**src/rtl/counter_pkg.sv**
```systemverilog
// Shared constants for the parametrised up/down counter.
// Mode encodings and ping-pong direction values.
package counter_pkg;
    localparam logic [1:0] MODE_WRAP     = 2'd0;
    localparam logic [1:0] MODE_SAT      = 2'd1;
    localparam logic [1:0] MODE_ONESHOT  = 2'd2;
    localparam logic [1:0] MODE_PINGPONG = 2'd3;

    localparam logic DIR_UP   = 1'b1;
    localparam logic DIR_DOWN = 1'b0;
endpackage

```
**src/rtl/param_updown_counter_if.sv**
```systemverilog
// Control and status bundle for the up/down counter.
// master drives controls, slave is the counter itself.
interface param_updown_counter_if #(
    parameter int WIDTH = 8,
    parameter int PRE_W = 4
);
    logic             clear;
    logic             load;
    logic [WIDTH-1:0] load_val;
    logic             en;
    logic             up;
    logic [1:0]       mode;
    logic [WIDTH-1:0] limit;
    logic [PRE_W-1:0] prescale;
    logic [WIDTH-1:0] cmp_val;
    logic [WIDTH-1:0] q;
    logic             tc;
    logic             cmp_match;
    logic             done;
    logic             ovf;

    modport master (
        output clear, load, load_val, en, up, mode,
        output limit, prescale, cmp_val,
        input  q, tc, cmp_match, done, ovf
    );

    modport slave (
        input  clear, load, load_val, en, up, mode,
        input  limit, prescale, cmp_val,
        output q, tc, cmp_match, done, ovf
    );
endinterface

```
**src/rtl/counter_prescaler.sv**
```systemverilog
// Clock-enable divider: one step every prescale+1 enabled cycles.
// restart drops any partial count and suppresses the step.
module counter_prescaler #(
    parameter int PRE_W = 4
) (
    input  logic             clk,
    input  logic             rst,
    input  logic             restart,
    input  logic             en,
    input  logic [PRE_W-1:0] prescale,
    output logic             step
);
    logic [PRE_W-1:0] pre_cnt_q;
    logic [PRE_W-1:0] pre_cnt_d;
    logic             hit;

    assign hit  = (pre_cnt_q == prescale);
    assign step = en & ~restart & hit;

    // next prescale count: clear on restart, advance while enabled
    always_comb begin
        pre_cnt_d = pre_cnt_q;
        if (restart) begin
            pre_cnt_d = '0;
        end else if (en) begin
            pre_cnt_d = hit ? '0 : pre_cnt_q + PRE_W'(1);
        end
    end

    // prescale count register
    always_ff @(posedge clk) begin
        if (rst) begin
            pre_cnt_q <= '0;
        end else begin
            pre_cnt_q <= pre_cnt_d;
        end
    end
endmodule

```
**src/rtl/param_updown_counter.sv**
```systemverilog
// Parametrised up/down counter with prescaler and four modes.
// Modes: wrap, saturate, one-shot and ping-pong.
module param_updown_counter
    import counter_pkg::*;
#(
    parameter int WIDTH = 8,
    parameter int PRE_W = 4
) (
    input logic                  clk,
    input logic                  rst,
    param_updown_counter_if.slave bus
);
    localparam logic [WIDTH-1:0] ONE = WIDTH'(1);

    logic [WIDTH-1:0] q_q, q_d;
    logic             tc_q, tc_d;
    logic             done_q, done_d;
    logic             ovf_q, ovf_d;
    logic             dir_q, dir_d;
    logic             step;
    logic             restart;
    logic             cnt_en;
    logic             at_top;
    logic             at_bot;
    logic             lim_zero;

    assign restart  = bus.clear | bus.load;
    assign cnt_en   = bus.en & ~done_q;
    assign at_top   = (q_q >= bus.limit);
    assign at_bot   = (q_q == '0);
    assign lim_zero = (bus.limit == '0);

    counter_prescaler #(
        .PRE_W(PRE_W)
    ) u_pre (
        .clk      (clk),
        .rst      (rst),
        .restart  (restart),
        .en       (cnt_en),
        .prescale (bus.prescale),
        .step     (step)
    );

    // next count state: clear > load > mode-dependent step
    always_comb begin
        q_d    = q_q;
        tc_d   = 1'b0;
        done_d = done_q;
        ovf_d  = ovf_q;
        dir_d  = dir_q;
        if (bus.clear) begin
            q_d    = '0;
            done_d = 1'b0;
            ovf_d  = 1'b0;
            dir_d  = DIR_UP;
        end else if (bus.load) begin
            q_d    = bus.load_val;
            done_d = 1'b0;
            dir_d  = DIR_UP;
        end else if (step) begin
            case (bus.mode)
                MODE_WRAP: begin
                    if (bus.up) begin
                        if (at_top) begin
                            q_d   = '0;
                            tc_d  = 1'b1;
                            ovf_d = 1'b1;
                        end else begin
                            q_d = q_q + ONE;
                        end
                    end else begin
                        if (at_bot) begin
                            q_d   = bus.limit;
                            tc_d  = 1'b1;
                            ovf_d = 1'b1;
                        end else begin
                            q_d = q_q - ONE;
                        end
                    end
                end
                MODE_SAT, MODE_ONESHOT: begin
                    if (bus.up ? at_top : at_bot) begin
                        tc_d = 1'b1;
                        if (bus.mode == MODE_SAT) begin
                            ovf_d = 1'b1;
                        end else begin
                            done_d = 1'b1;
                        end
                    end else if (bus.up) begin
                        q_d = q_q + ONE;
                    end else begin
                        q_d = q_q - ONE;
                    end
                end
                default: begin
                    if (dir_q == DIR_UP && at_top) begin
                        dir_d = DIR_DOWN;
                        q_d   = lim_zero ? '0 : bus.limit - ONE;
                        tc_d  = 1'b1;
                    end else if (dir_q == DIR_DOWN && at_bot) begin
                        dir_d = DIR_UP;
                        q_d   = lim_zero ? '0 : ONE;
                        tc_d  = 1'b1;
                    end else if (dir_q == DIR_UP) begin
                        q_d = q_q + ONE;
                    end else begin
                        q_d = q_q - ONE;
                    end
                end
            endcase
        end
    end

    // counter state registers
    always_ff @(posedge clk) begin
        if (rst) begin
            q_q    <= '0;
            tc_q   <= 1'b0;
            done_q <= 1'b0;
            ovf_q  <= 1'b0;
            dir_q  <= DIR_UP;
        end else begin
            q_q    <= q_d;
            tc_q   <= tc_d;
            done_q <= done_d;
            ovf_q  <= ovf_d;
            dir_q  <= dir_d;
        end
    end

    assign bus.q         = q_q;
    assign bus.tc        = tc_q;
    assign bus.done      = done_q;
    assign bus.ovf       = ovf_q;
    assign bus.cmp_match = (q_q == bus.cmp_val);
endmodule
```
**src/flat_wrapper.sv**
```systemverilog
// flat-port wrapper written by rule: the top's interface ports become plain ports
module param_updown_counter_flat import counter_pkg::*;
#(
    parameter int WIDTH = 8,
    parameter int PRE_W = 4
)
  (clk, rst, bus_clear, bus_load, bus_load_val, bus_en, bus_up, bus_mode, bus_limit, bus_prescale, bus_cmp_val, bus_q, bus_tc, bus_cmp_match, bus_done, bus_ovf);
  param_updown_counter_if #(.WIDTH(WIDTH), .PRE_W(PRE_W)) bus_i ();
  input logic clk;
  input logic rst;
  input wire logic [$bits(bus_i.clear)-1:0] bus_clear;
  input wire logic [$bits(bus_i.load)-1:0] bus_load;
  input wire logic [$bits(bus_i.load_val)-1:0] bus_load_val;
  input wire logic [$bits(bus_i.en)-1:0] bus_en;
  input wire logic [$bits(bus_i.up)-1:0] bus_up;
  input wire logic [$bits(bus_i.mode)-1:0] bus_mode;
  input wire logic [$bits(bus_i.limit)-1:0] bus_limit;
  input wire logic [$bits(bus_i.prescale)-1:0] bus_prescale;
  input wire logic [$bits(bus_i.cmp_val)-1:0] bus_cmp_val;
  output wire logic [$bits(bus_i.q)-1:0] bus_q;
  output wire logic [$bits(bus_i.tc)-1:0] bus_tc;
  output wire logic [$bits(bus_i.cmp_match)-1:0] bus_cmp_match;
  output wire logic [$bits(bus_i.done)-1:0] bus_done;
  output wire logic [$bits(bus_i.ovf)-1:0] bus_ovf;
  assign bus_i.clear = bus_clear;
  assign bus_i.load = bus_load;
  assign bus_i.load_val = bus_load_val;
  assign bus_i.en = bus_en;
  assign bus_i.up = bus_up;
  assign bus_i.mode = bus_mode;
  assign bus_i.limit = bus_limit;
  assign bus_i.prescale = bus_prescale;
  assign bus_i.cmp_val = bus_cmp_val;
  assign bus_q = bus_i.q;
  assign bus_tc = bus_i.tc;
  assign bus_cmp_match = bus_i.cmp_match;
  assign bus_done = bus_i.done;
  assign bus_ovf = bus_i.ovf;
  param_updown_counter #(.WIDTH(WIDTH), .PRE_W(PRE_W)) u_core (.clk(clk), .rst(rst), .bus(bus_i));
endmodule
```
**config.mk**
```make
export PLATFORM = sky130hd
export DESIGN_NAME = param_updown_counter_flat
export DESIGN_NICKNAME = d
export VERILOG_FILES = /design/src/rtl/counter_pkg.sv /design/src/rtl/param_updown_counter_if.sv /design/src/rtl/counter_prescaler.sv /design/src/rtl/param_updown_counter.sv /design/src/flat_wrapper.sv
export SDC_FILE = /design/constraint.sdc
export NUM_CORES = 1
export LEC_CHECK = 0
export ABC_AREA = 1
export CAP_MARGIN = 20
export CORE_MARGIN = 2
export CORE_UTILIZATION = 40
export DETAILED_ROUTE_END_ITERATION = 10
export SYNTH_ARGS = -nofsm -noshare
export SYNTH_HDL_FRONTEND = slang
export SYNTH_SLANG_ARGS = --single-unit
export TNS_END_PERCENT = 20
```
**constraint.sdc**
```tcl
create_clock -name clk -period 3.8 [get_ports clk]
set_clock_uncertainty 0.05 [all_clocks]
set_input_delay 0.76 -clock clk [delete_from_list [all_inputs] [get_ports clk]]
set_output_delay 0.76 -clock clk [all_outputs]
set_load 0.01 [all_outputs]
```
==> flow_summary_export.csv, run 1 <==
group,metric,value,unit
cts,cts_buffers,3,
cells_and_area,drive_gt1_share,12.1,%
sta,relSlewSlack,53.3,%
yosys,yosysTopAreaCellShare,17.4,%
detailed_routing,detail-route-antenna-nets,0,
min_path,hp-class,"reg -> reg",
job,maxCapViolCount,0,
power,p_seq_share,28.8,%
power,switching_share,39.7,%
detailed_routing,vias,2658,
global_route,grt.overflow.total,0,
detailed_routing,drtPass1Iterations,6,
detailed_routing,drt_iter0_drc,162,
cells_and_area,instances_no_fill,514,
detailed_routing,drt-vias-per-instance,5.17,
cts,cts-htree-levels,1,
cells_and_area,num_antenna_cells,0,
sta,worst_pin_slew,0.699,ns
cts,cts_resized,0,
global_route,grt_max_degree,15,
power,power,0.000640,W
critical_path,worstPathArrival,2.26,ns
global_route,gr-usage-all-layers,23.0,%
sta,rsz0062_at_grt,"false",
sta,tns,0,ns
placement,post_dp_cell_area,0.00292,sq mm
cells_and_area,fin_util,50.8,%
global_route,grt_pass1_vias,2387,
sta,final.period_utilization,80.8,%
detailed_routing,remaining_drc_errors,0,
power,p_switching,0.000254,W
floorplan,start_util,41.0,%
yosys,synthesis.area,0.00240,sq mm
yosys,ys_seq_area_share,13.4,%
placement,gp_congestion,0.906,
cells_and_area,postLayoutCellArea,0.00297,sq mm
sta,slew_violations,0,
sta,fmaxAchievable,326,MHz
cts,ctsLongestPathBuffers,2,
cells_and_area,nNetsFinal,492,
yosys,syn_nets,446,
yosys,synthDistinctLibCells,38,
cts,ctsHoldBuffers,0,
critical_path,crit_path_start_kind,"input pin",
placement,portBuffers,47,
placement,placed_cells,510,
sta,final-setup-viol-count,0,
yosys,yosysTopAreaCell,"nand2_1",
yosys,yosysWarnings,0,
yosys,synthCells,394,
cts,worstSkewPairLatency,0.26,ns
floorplan,dieArea,0.00663,sq mm
floorplan,die_w,81.4,um
critical_path,end_kind,"output pin",
critical_path,critical_path_class,"in -> out",
cells_and_area,syn_to_final_growth,24.0,%
cts,path_clk_slew,0.07,ns
critical_path,cp_max_fo,2,
yosys,postSynthAreaPerCell,6.08,sq um
power,intPower,0.000386,W
cts,post_cts_buffers,0,
detailed_routing,drt-total-wl,7.23,mm
placement,hpwl,5.83,mm
cts,clkSinkCount,16,
critical_path,rrSetupSlack,1.40,ns
run_status,outcome,"completed",
power,p_per_area,215,mW/mm^2
cts,cts_tree,"yes",
detailed_routing,drt-wirelength-per-cell,14.1,um
global_route,grt_pass1_wl,11.7,mm
sta,finalCriticalPeriod,3.07,ns
power,cellLeakagePower,1.43,nW
power,p_clk_share,24.8,%
floorplan,fp.coreArea,0.00585,sq mm
floorplan,die_h,81.4,um
cts,cts_root_buf,"clkbuf_8",
global_route,antenna_found_initial,0,
sta,hold_viol_final,0,
floorplan,ios,48,
floorplan,num_rows,28,
critical_path,worst_ep_required_time,2.99,ns
yosys,ys_ff_latch,16,
power,ir_drop,0.140,mV
yosys,synthTopCellsByArea,"nand2_1 17%, dfxtp_1 13%, ha_1 8.4%",
power,combPwrFrac,46.4,%
==> power groups by stage <==
stage | Sequential [W] | Combinational [W] | Clock [W]
floorplan | 0.000183 | 0.000201 | 0
global placement | 0.000188 | 0.000292 | 0
detailed placement | 0.000188 | 0.000294 | 0
CTS | 0.000184 | 0.000295 | 0.000161
global route | 0.000185 | 0.000330 | 0.000167
finish | 0.000184 | 0.000297 | 0.000159
==> registers in the layout (all words and copies together) (netlist names) <==
register,cells
u_core.dir_q,1
u_core.bus.tc,1
u_core.bus.q,8
u_core.u_pre.pre_cnt_q,4
u_core.bus.done,1
u_core.bus.ovf,1
==> layout by cell type (no fill, tap or decap), types with 16 or more instances in the layout <==
cell and instances:
a21oi_1 20, clkdlybuf4s50_1 47, dfxtp_1 16, ha_1 16
inv_1 40, nand2_1 111, nand3_1 34, nor2_1 35
o21ai_0 17
==> layer usage <==
layer  track usage, %  wire [um]  up-vias
met5                0          0        -
met3             2.86        413       13
met4             7.80        175        0
li1                 -          -     1366
met2             36.4       3210       87
met1             32.2       3430     1192
==> Yosys cell counts (all sizes together) <==
cell    instances
nor3            4
a21oi          23
buf             7
dfxtp          16
a21boi          3
nor2           49
nand3          36
xnor2           7
a211oi          1
or2             2
nand2         123
o211ai          3
o21ai          28
nand4          11
clkbuf          2
xor2           11
nand3b          1
nor4            2
a21o            1
ha             16
a22oi           1
inv            47
==> worst paths after layout <==
path / end / from / cells after the start
worst max-delay path: bus_cmp_match / bus_cmp_val[1] / 5
worst min-delay path: u_core.bus.ovf / u_core.bus.ovf / 2
worst max register to register: u_core.bus.q[1] / u_core.bus.q[5] / 13
worst min register to register: u_core.bus.ovf / u_core.bus.ovf / 2
==> critical path: stages <==
cell,delay [ns]
clkdlybuf4s50_1,0.47
or2_2,0.10
nand4_1,0.09
nor4_1,0.25
clkdlybuf4s50_1,0.59
==> area by class of cell <==
class,count,area (sq um)
well taps,75,93.8
fillers,633,2880
inverters,47,186
multi-input cells,322,1820
flip-flops and latches,16,320
clock buffers,4,55.1
repair buffers,50,493
==> metrics by stage <==
| step | hold slack [ns] | setup WS, ns |
|---|---|---|
| after detailed placement | 0.412 | 0.668 |
| after floorplan | 0.443 | 1.49 |
| after global placement | 0.420 | 0.734 |
| final | 0.439 | 0.728 |
| after global routing | 0.492 | 0.635 |
| after CTS | 0.443 | 0.714 |
==> logic make-up after synthesis <==
group | share of synthesized area [%]
flip-flops | 13.4
adder cells (fa/ha/maj) | 8.35
AO/OA/AOI/OAI | 14.8
XOR/XNOR | 6.58
buffers and inverters | 10.6
AND/OR/NAND/NOR | 46.3
Note: power is estimated with default switching activity, not from simulation.
==> inputs of run 2 (changes only) <==
--- a/config.mk
+++ b/config.mk
@@ -10,6 +10,7 @@
 export CORE_MARGIN = 2
 export CORE_UTILIZATION = 40
 export DETAILED_ROUTE_END_ITERATION = 10
+export PLACE_DENSITY = 0.67
 export SYNTH_ARGS = -nofsm -noshare
 export SYNTH_HDL_FRONTEND = slang
 export SYNTH_SLANG_ARGS = --single-unit
==> constraint.sdc (replaced) <==
create_clock -name clk -period 2.6 [get_ports clk]
set_clock_uncertainty 0.05 [all_clocks]
set_input_delay 0.52 -clock clk [delete_from_list [all_inputs] [get_ports clk]]
set_output_delay 0.52 -clock clk [all_outputs]
set_load 0.01 [all_outputs]
==> run 2 against run 1 <==
Compared with the run above: non-clock buffer count rose by 30; sequential share of layout area fell by 0.79 points; largest power group unchanged; worst hold slack got worse by 0.011 ns; worst setup slack got worse by 0.56 ns; critical endpoint is now u_core.bus.q[1]; via count rose by 5.2%; largest cell class unchanged; register-to-register slack got worse by 0.92 ns; wire length rose by 9.7%; die area did not move; final cell count rose by 5.8%; clock power rose by 44%; sequential cell count did not move; cell area rose by 7.9%.
==> flow_summary_export.csv, run 2 (synthesis gave the netlist of run 1 again) <==
group,metric,value,unit
critical_path,end_kind,"register",
critical_path,cp_max_fo,9,
cts,path_clk_slew,0.07,ns
detailed_routing,remaining_drc_errors,0,
detailed_routing,vias,2797,
cells_and_area,final_common_cell,"nand2_1",
critical_path,cp_top_family,"simple AND/OR/NAND/NOR gates",
cts,clkSinkCount,16,
cells_and_area,drive_gt1_share,17.9,%
detailed_routing,drt-total-wl,7.92,mm
global_route,antenna_found_initial,0,
sta,worst_pin_slew,0.347,ns
power,p_clk_share,23.4,%
run_status,outcome,"completed",
power,p_seq_share,26.9,%
cells_and_area,syn_to_final_growth,33.7,%
floorplan,dieArea,0.00663,sq mm
cts,cts_tree,"yes",
critical_path,crit_top_cell,"nand2_4",
cells_and_area,nNetsFinal,522,
cells_and_area,largest_reg_flops,8,
sta,fmaxAchievable,412,MHz
cells_and_area,final_cell_mix,"111 x nand2_1, 46 x clkdlybuf4s50_1, 40 x inv_1",
cells_and_area,num_antenna_cells,0,
sta,final-setup-viol-count,0,
floorplan,die_h,81.4,um
placement,gp_congestion,1.02,
critical_path,slowest_stage,"clkdlybuf4s50_1",
detailed_routing,drt-vias-per-instance,5.14,
power,combPwrFrac,49.7,%
power,p_switching,0.000385,W
sta,hold_viol_final,0,
power,switching_share,39.3,%
sta,slew_violations,0,
placement,portBuffers,47,
sta,relSlewSlack,76.6,%
cts,worstSkewPairLatency,0.26,ns
critical_path,critical_path_class,"in -> reg",
floorplan,ios,48,
cells_and_area,fin_util,54.8,%
sta,finalCriticalPeriod,2.43,ns
global_route,grt.overflow.total,0,
global_route,gr-usage-all-layers,24.8,%
critical_path,worst_ep_required_time,2.70,ns
critical_path,path_cells,"clkdlybuf4s50_1, inv_1, ha_1, a21oi_1, nor2_1, nor2_2, nand3_2, nand2_4, nand2_4, nand2_4, nand2_4, inv_4, nand2_2, nor2_2, a21oi_2",
cts,post_cts_buffers,0,
cts,cts_buffers,3,
detailed_routing,detail-route-antenna-nets,0,
floorplan,die_w,81.4,um
cts,ctsLongestPathBuffers,2,
cells_and_area,fill_cells,611,
detailed_routing,drt-wirelength-per-cell,14.6,um
sta,final.period_utilization,93.5,%
placement,hpwl,6.46,mm
critical_path,crit_path_start_kind,"input pin",
power,cellLeakagePower,1.59,nW
detailed_routing,drt_iter0_drc,262,
power,ir_drop,0.264,mV
global_route,grt_pass1_vias,2626,
global_route,grt_pass1_wl,12.6,mm
global_route,grt_max_degree,14,
floorplan,num_rows,28,
cts,cts-htree-levels,1,
floorplan,start_util,41.0,%
job,maxCapViolCount,0,
sta,rsz0062_at_grt,"true",
power,intPower,0.000594,W
min_path,hp-class,"reg -> reg",
sta,holdWs,0.427,ns
critical_path,crit_buf_inv,3,
power,p_per_area,305,mW/mm^2
cts,ctsHoldBuffers,0,
floorplan,fp.coreArea,0.00585,sq mm
cts,cts_root_buf,"clkbuf_8",
detailed_routing,drtPass1Iterations,5,
critical_path,slowest_delay,0.49,ns
critical_path,worstPathArrival,2.53,ns
## run 2: cell count changes in the layout (fill, tap and decap cells not counted), sizes merged
cell,change
dlymetal6s2s,+1
clkdlybuf4s50,-1
buf,+30
## run 2: per-stage QoR
step | total power (W) | cell area, sq um | setup WS, ns | std cells | setup TNS, ns
after floorplan | 0.000561 | 2400 | 0.526 | 394 | 0
after global placement | 0.000748 | 3140 | -0.0779 | 540 | -0.333
after detailed placement | 0.000745 | 3140 | -0.112 | 540 | -0.689
after CTS | 0.000978 | 3200 | 0.00325 | 544 | 0
after global routing | 0.00105 | 3210 | -0.0240 | 544 | -0.0309
final | 0.000978 | 3210 | 0.170 | 544 | 0
## run 2: area by class of cell
type / count / area, sq um / share of cell area (%)
inverter: 47 / 186 / 5.82
clock buffer: 4 / 55.1 / 1.72
timing repair buffer: 80 / 721 / 22.5
multi-input combinational: 322 / 1830 / 57.1
tap: 75 / 93.8 / 2.93
sequential: 16 / 320 / 9.99
## run 2: worst paths after layout
check	startpoint	to	slack, ns	cells after the start
setup / recovery	bus_limit[5]	u_core.bus.q[1]	0.17	15
hold / removal	u_core.bus.ovf	u_core.bus.ovf	0.43	2
setup reg to reg	u_core.bus.q[1]	u_core.bus.q[1]	0.48	16
hold reg to reg	u_core.bus.ovf	u_core.bus.ovf	0.43	2
## run 2: worst min-delay path, delay by kind of cell (launching register included)
| family | cells | cell delay (ns) |
|---|---|---|
| AND/OR/NAND/NOR | 2 | 0.12 |
| flip-flops | 1 | 0.33 |
## run 2: what timing repair did
action                     in CTS  in global routing
resized for setup               0                  2
setup endpoints to repair       0                  3
hold endpoints to repair        0                  0
## run 2: power groups by stage
stage	logic [W]	clock network [W]	registers (W)
6_report	0.000486	0.000229	0.000263
5_1_grt	0.000536	0.000246	0.000263
4_1_cts	0.000481	0.000234	0.000263
3_5_place_dp	0.000477	0	0.000268
3_3_place_gp	0.000479	0	0.000269
2_1_floorplan	0.000293	0	0.000268
## run 2: per-layer routing
layer	vias to the layer above	track usage [%]	share of wire (%)
met2	108	41.6	46
met1	1230	32.3	45
li1	1431	-	-
met4	0	9.66	3.5
met3	28	2.97	5.7
met5	-	0	0
==> variant 1, RTL diff (config.mk and constraints of run 1) <==
`PRE_W` is set to 4 in 4 places; all go to 6.
--- a/src/rtl/param_updown_counter_if.sv
+++ b/src/rtl/param_updown_counter_if.sv
@@ -2,7 +2,7 @@
 // master drives controls, slave is the counter itself.
 interface param_updown_counter_if #(
     parameter int WIDTH = 8,
-    parameter int PRE_W = 4
+    parameter int PRE_W = 6
 );
     logic             clear;
     logic             load;
--- a/src/rtl/counter_prescaler.sv
+++ b/src/rtl/counter_prescaler.sv
@@ -1,7 +1,7 @@
 // Clock-enable divider: one step every prescale+1 enabled cycles.
 // restart drops any partial count and suppresses the step.
 module counter_prescaler #(
-    parameter int PRE_W = 4
+    parameter int PRE_W = 6
 ) (
     input  logic             clk,
     input  logic             rst,
--- a/src/rtl/param_updown_counter.sv
+++ b/src/rtl/param_updown_counter.sv
@@ -4,7 +4,7 @@
     import counter_pkg::*;
 #(
     parameter int WIDTH = 8,
-    parameter int PRE_W = 4
+    parameter int PRE_W = 6
 ) (
     input logic                  clk,
     input logic                  rst,
--- a/src/flat_wrapper.sv
+++ b/src/flat_wrapper.sv
@@ -2,7 +2,7 @@
 module param_updown_counter_flat import counter_pkg::*;
 #(
     parameter int WIDTH = 8,
-    parameter int PRE_W = 4
+    parameter int PRE_W = 6
 )
   (clk, rst, bus_clear, bus_load, bus_load_val, bus_en, bus_up, bus_mode, bus_limit, bus_prescale, bus_cmp_val, bus_q, bus_tc, bus_cmp_match, bus_done, bus_ovf);
   param_updown_counter_if #(.WIDTH(WIDTH), .PRE_W(PRE_W)) bus_i ();
Interface: changed (resized bus_prescale); port bits go from 48 to 50. The function was not compared with the original's and may differ.
==> variant 1 against run 1 <==
Worst setup slack gained 0.030 ns; fmax grew 0.99%; critical path type unchanged; final area grew 2.9%; critical path depth is the same; critical endpoint unchanged; combinational power shrank 7.1%; register-to-register slack lost 0.09 ns; total power is essentially flat; sequential cell count grew 2; largest power group unchanged; wire length grew 6.7%; synthesized area grew 5.0%.
==> variant 1: results (changes against run 1) <==
Synthesis
  – Post-Synth XOR/XNOR Area: 0.0626 (was 0.0658)
  – Post-synthesis cell type count: 35 (was 38)
  – Seq cells post-synth: 18 (was 16)
  – Avg Inst Size Synth: 5.79 um2 (was 6.08 um2)
  – Post-synthesis sequential area ratio: 0.143 (was 0.134)
  – Synth top area cells: nand2_1, dfxtp_1, nand3_1 (was nand2_1, dfxtp_1, ha_1)

Power and ir drop
  – Sw frac: 0.375 (was 0.397)
  – Peak supply drop: 0.192 mV (was 0.140 mV)
  – Power, Total: 0.640 mW (about the same)

Layout
  – Area of the multi-input gates: 1850 um2 (was 1820 um2)
  – Non-clk invs: 51 (was 47)
  – Final nets: 530 (was 492)
  – Signal buffers: 51 (was 50)
  – Fillers: 640 (was 633)
  – Multi-input gates: 351 (was 322)

Drt
  – Drt first pass iters: 5 (was 6)
  – Post-DR vias/cell: 5.11 (was 5.17)
  – Final WL: 7.71 mm (was 7.23 mm)

Place
  – Area post-placement: 3000 um2 (was 2920 um2)
  – Routability congestion estimate: 0.895 (was 0.906)
  – Placed insts: 546 (was 510)
  – Post-detail-place hpwl: 6.11 mm (was 5.83 mm)

Global route
  – Largest net degree at the start of global routing: 18 (was 15)
  – First-pass GRT wire length: 12.4 mm (was 11.7 mm)
  – Vias in the first global route: 2443 (was 2387)

Outcome
  – Status: finished, final reports clean (unchanged)

Floorplan
  – Total core area: 5990 um2 (was 5850 um2)

STA
  – Slew @ Worst Pin: 0.732 ns (was 0.699 ns)

Critical path
  – CP arrival: 2.23 ns (was 2.26 ns)
-- variant 1: per-layer routing --
metal	wire length, um	track usage	up-vias
met1	3710	0.312	1221
met4	53	0.0283	0
met2	3430	0.353	98
met5	0	0	-
met3	511	0.0239	8
li1	-	-	1485
-- variant 1: worst reg2reg max path, cell delays in order, from the launching register on --
cell     delay [ns]
dfxtp_1        0.67
ha_1           0.25
nand2_1        0.07
nor2_1         0.12
nor2_1         0.05
nand2_1        0.06
nand2_2        0.07
a21oi_1        0.51
nand2_1        0.12
nand3_1        0.11
nand2_1        0.08
nand2_1        0.07
nand2_1        0.06
a21oi_1        0.12
-- variant 1: metrics by stage --
stage	utilization	hold slack, ns	worst slack (ns)
final	0.510	0.414	0.758
after global routing	0.510	0.454	0.503
after CTS	0.510	0.417	0.741
after detailed placement	0.501	0.409	0.568
after global placement	0.501	0.397	0.698
after floorplan	-	0.408	1.45
==> variant 2, RTL diff (config.mk and constraints of run 1) <==
Without the edit above. Make the reset (`rst`) asynchronous in 2 clocked blocks.
--- a/src/rtl/counter_prescaler.sv
+++ b/src/rtl/counter_prescaler.sv
@@ -28,7 +28,7 @@
     end
 
     // prescale count register
-    always_ff @(posedge clk) begin
+    always_ff @(posedge clk or posedge rst) begin
         if (rst) begin
             pre_cnt_q <= '0;
         end else begin
--- a/src/rtl/param_updown_counter.sv
+++ b/src/rtl/param_updown_counter.sv
@@ -112,7 +112,7 @@
     end
 
     // counter state registers
-    always_ff @(posedge clk) begin
+    always_ff @(posedge clk or posedge rst) begin
         if (rst) begin
             q_q    <= '0;
             tc_q   <= 1'b0;
Formal check against the unedited RTL: differs if rst is asserted again (counterexample within 4 cycles, from zero or initial values and one cycle with rst high); with rst held inactive, the same outputs for 10 cycles.
==> variant 2 against run 1 <==
Worst setup slack better by 0.15 ns; non-clock buffer count unchanged; sequential cell count unchanged; synthesized cell count up 8.1%; first-iteration DRC count up 69%; total power up 36%; wire length up 7.7%; synthesized area up 8.8%; final area up 5.2%; worst hold slack better by 0.046 ns; fmax up 5.1%; largest cell class unchanged; largest power group unchanged; highest routed layer unchanged.
==> variant 2: results (changes against run 1) <==
Global route
  – First-pass GRT wire length: 13.0 mm (was 11.7 mm)
  – Initial antenna violation count: 0 (unchanged)
  – Global Route Usage Sum: 0.220 (was 0.230)
  – Vias in the first global route: 2639 (was 2387)
  – Largest net degree at the start of global routing: 18 (was 15)

Place
  – Routability congestion estimate: 0.922 (was 0.906)
  – DP Worst Slack: 0.634 ns (was 0.668 ns)
  – Port bufs: 47 (unchanged)
  – Area post-placement: 3070 um2 (was 2920 um2)
  – Post-detail-place hpwl: 6.01 mm (was 5.83 mm)

Drt
  – Iteration-0 DRC Markers: 273 (was 162)
  – Post-DR vias/cell: 5.24 (was 5.17)
  – Drt first pass iters: 5 (was 6)
  – Final WL: 7.78 mm (was 7.23 mm)

Synthesis
  – Post-synth ARST share: 1.00 (was 0)
  – Post-Synth Adder-Cell Area: 0.0816 (was 0.0835)
  – Synth top area cells: nand2_1, dfrtp_1, nand3_1 (was nand2_1, dfxtp_1, ha_1)
  – Commonest cells post-synth: nand2_1, nand3_1, inv_1 (was nand2_1, inv_1, nor2_1)
  – Mapped Cells: 426 (was 394)
  – Number of synthesized flops with an enable pin: 0 (unchanged)
  – Post-synthesis sequential area ratio: 0.154 (was 0.134)
  – Mapped Nets: 479 (was 446)
  – Post-Synth XOR/XNOR Area: 0.0705 (was 0.0658)
  – Post-synthesis cell type count: 37 (was 38)
  – Synth Area in Compound Gates: 0.111 (was 0.148)
  – Yosys warns: 0 (unchanged)
  – Top FF cell, synth: dfrtp_1 (was dfxtp_1)
  – Post-synthesis mux area share: 0 (unchanged)

Clocking
  – CTS root buffer: clkbuf_8 (unchanged)
  – CTS Buf Count: 3 (unchanged)
  – CTS resizes: 0 (unchanged)
  – Clock Latency Late Sink: roughly 0.25 ns
  – Clock buffer depth: 2 (unchanged)
  – H-tree levels: 1 (unchanged)
  – CTS clock-pin slew for the worst setup and hold paths: 0.06 ns
  – Post-CTS Setup Repair Bufs: 0 (unchanged)

Layout
  – Ratio of cells with drive above 1 in the final layout: 0.0733 (was 0.121)
  – Final nets: 518 (was 492)
  – Fillers: 700 (was 633)
  – Number of flip-flops in the largest register: 8 (unchanged)
  – Fin cells: 541 (was 514)
  – Diode count: 0 (unchanged)

STA
  – Max transition margin: 0.525 (was 0.533)
  – Final setup vio count: 0 (unchanged)

Outcome
  – Status: finished, final reports clean (unchanged)

Critical path
  – CP arrival: 3.01 ns (was 2.26 ns)
  – Cell family contributing the most delay on the critical path: simple AND/OR/NAND/NOR gates (was buffers and inverters)
  – Worst Path Max Fanout: 10 (was 2)
  – Crit path largest cell delay: 0.46 ns (was 0.59 ns)
  – CP max-delay cell: clkdlybuf4s50_1 (unchanged)

Power and ir drop
  – Peak supply drop: 0.156 mV (was 0.140 mV)
  – Pleak: 1.53 nW (was 1.43 nW)

Hold path
  – Hold Crit Class: flop to flop (unchanged)

Run
  – Max Cap Violations: 0 (unchanged)
==> variant 2: changes by cell type in the layout (fill, tap and decap cells not counted), moves of 5 or more <==
cell     delta
a21oi_1     +9
dfrtp_1    +15
dfxtp_1    -16
nand2_1    +15
nand3_1    +34
nor2_1      -5
nor2_2      -8
o21ai_1     -7
==> variant 2: where the power goes <==
group | internal (mW) | leakage, nW | switching, mW
clock | 0.0920 | 0.0288 | 0.0607
sequential | 0.182 | 0.207 | 0.0580
combinational | 0.201 | 1.29 | 0.279
total | 0.475 | 1.53 | 0.398
==> variant 2: cells by family after synthesis <==
| family | Yosys count |
|---|---|
| compound gates | 53 |
| fa+ha+maj | 17 |
| flops | 16 |
| simple gates | 253 |
| buf+inv | 66 |
| xor+xnor | 21 |
==> variant 2: path summary, 6_finish.rpt <==
path | to | slack (ns) | from | depth (start not counted)
setup / recovery | u_core.bus.q[0]$_DFFE_PP0P_ | 0.88 | bus_limit[3] | 13
hold / removal | u_core.bus.ovf$_DFFE_PP0P_ | 0.48 | u_core.bus.ovf$_DFFE_PP0P_ | 2
setup reg to reg | u_core.bus.q[0]$_DFFE_PP0P_ | 1.23 | u_core.bus.q[2]$_DFFE_PP0P_ | 11
hold reg to reg | u_core.bus.ovf$_DFFE_PP0P_ | 0.48 | u_core.bus.ovf$_DFFE_PP0P_ | 2
max in group asynchronous | u_core.bus.ovf$_DFFE_PP0P_ | 2.46 | rst | 2
min in group asynchronous | u_core.bus.q[5]$_DFFE_PP0P_ | 0.84 | rst | 2
==> variant 2: routing by layer <==
metal,vias up,global-route usage,routed length [um]
met3,12,0.0187,467
met2,109,0.349,3350
met4,0,0.0404,114
met5,-,0,0
li1,1468,-,-
met1,1246,0.329,3850
==> variant 2: worst register-to-register path, cell delays in order (launching register included) <==
cell and delay [ns]:
dfrtp_1 0.80, ha_1 0.35, nand2_1 0.09, nor2_1 0.05
nor2_1 0.08, nand2_1 0.09, nand2_2 0.20, nand3_1 0.18
nand4_4 0.18, nand2_4 0.10, a21oi_1 0.22, a21oi_2 0.08
==> variant 2: final cells by class <==
| type | count | area share |
|---|---|---|
| Tap cell | 77 | 0.0308 |
| Inverter | 50 | 0.0600 |
| Clock buffer | 4 | 0.0176 |
| Timing Repair Buffer | 50 | 0.158 |
| Sequential cell | 16 | 0.128 |
| Multi-Input combinational cell | 344 | 0.605 |
==> variant 2: through the flow <==
step            util  total power [mW]
2_1_floorplan      -             0.577
3_3_place_gp   0.487             0.716
3_5_place_dp   0.487             0.717
4_1_cts        0.495             0.873
5_1_grt        0.495             0.951
6_report       0.495             0.873
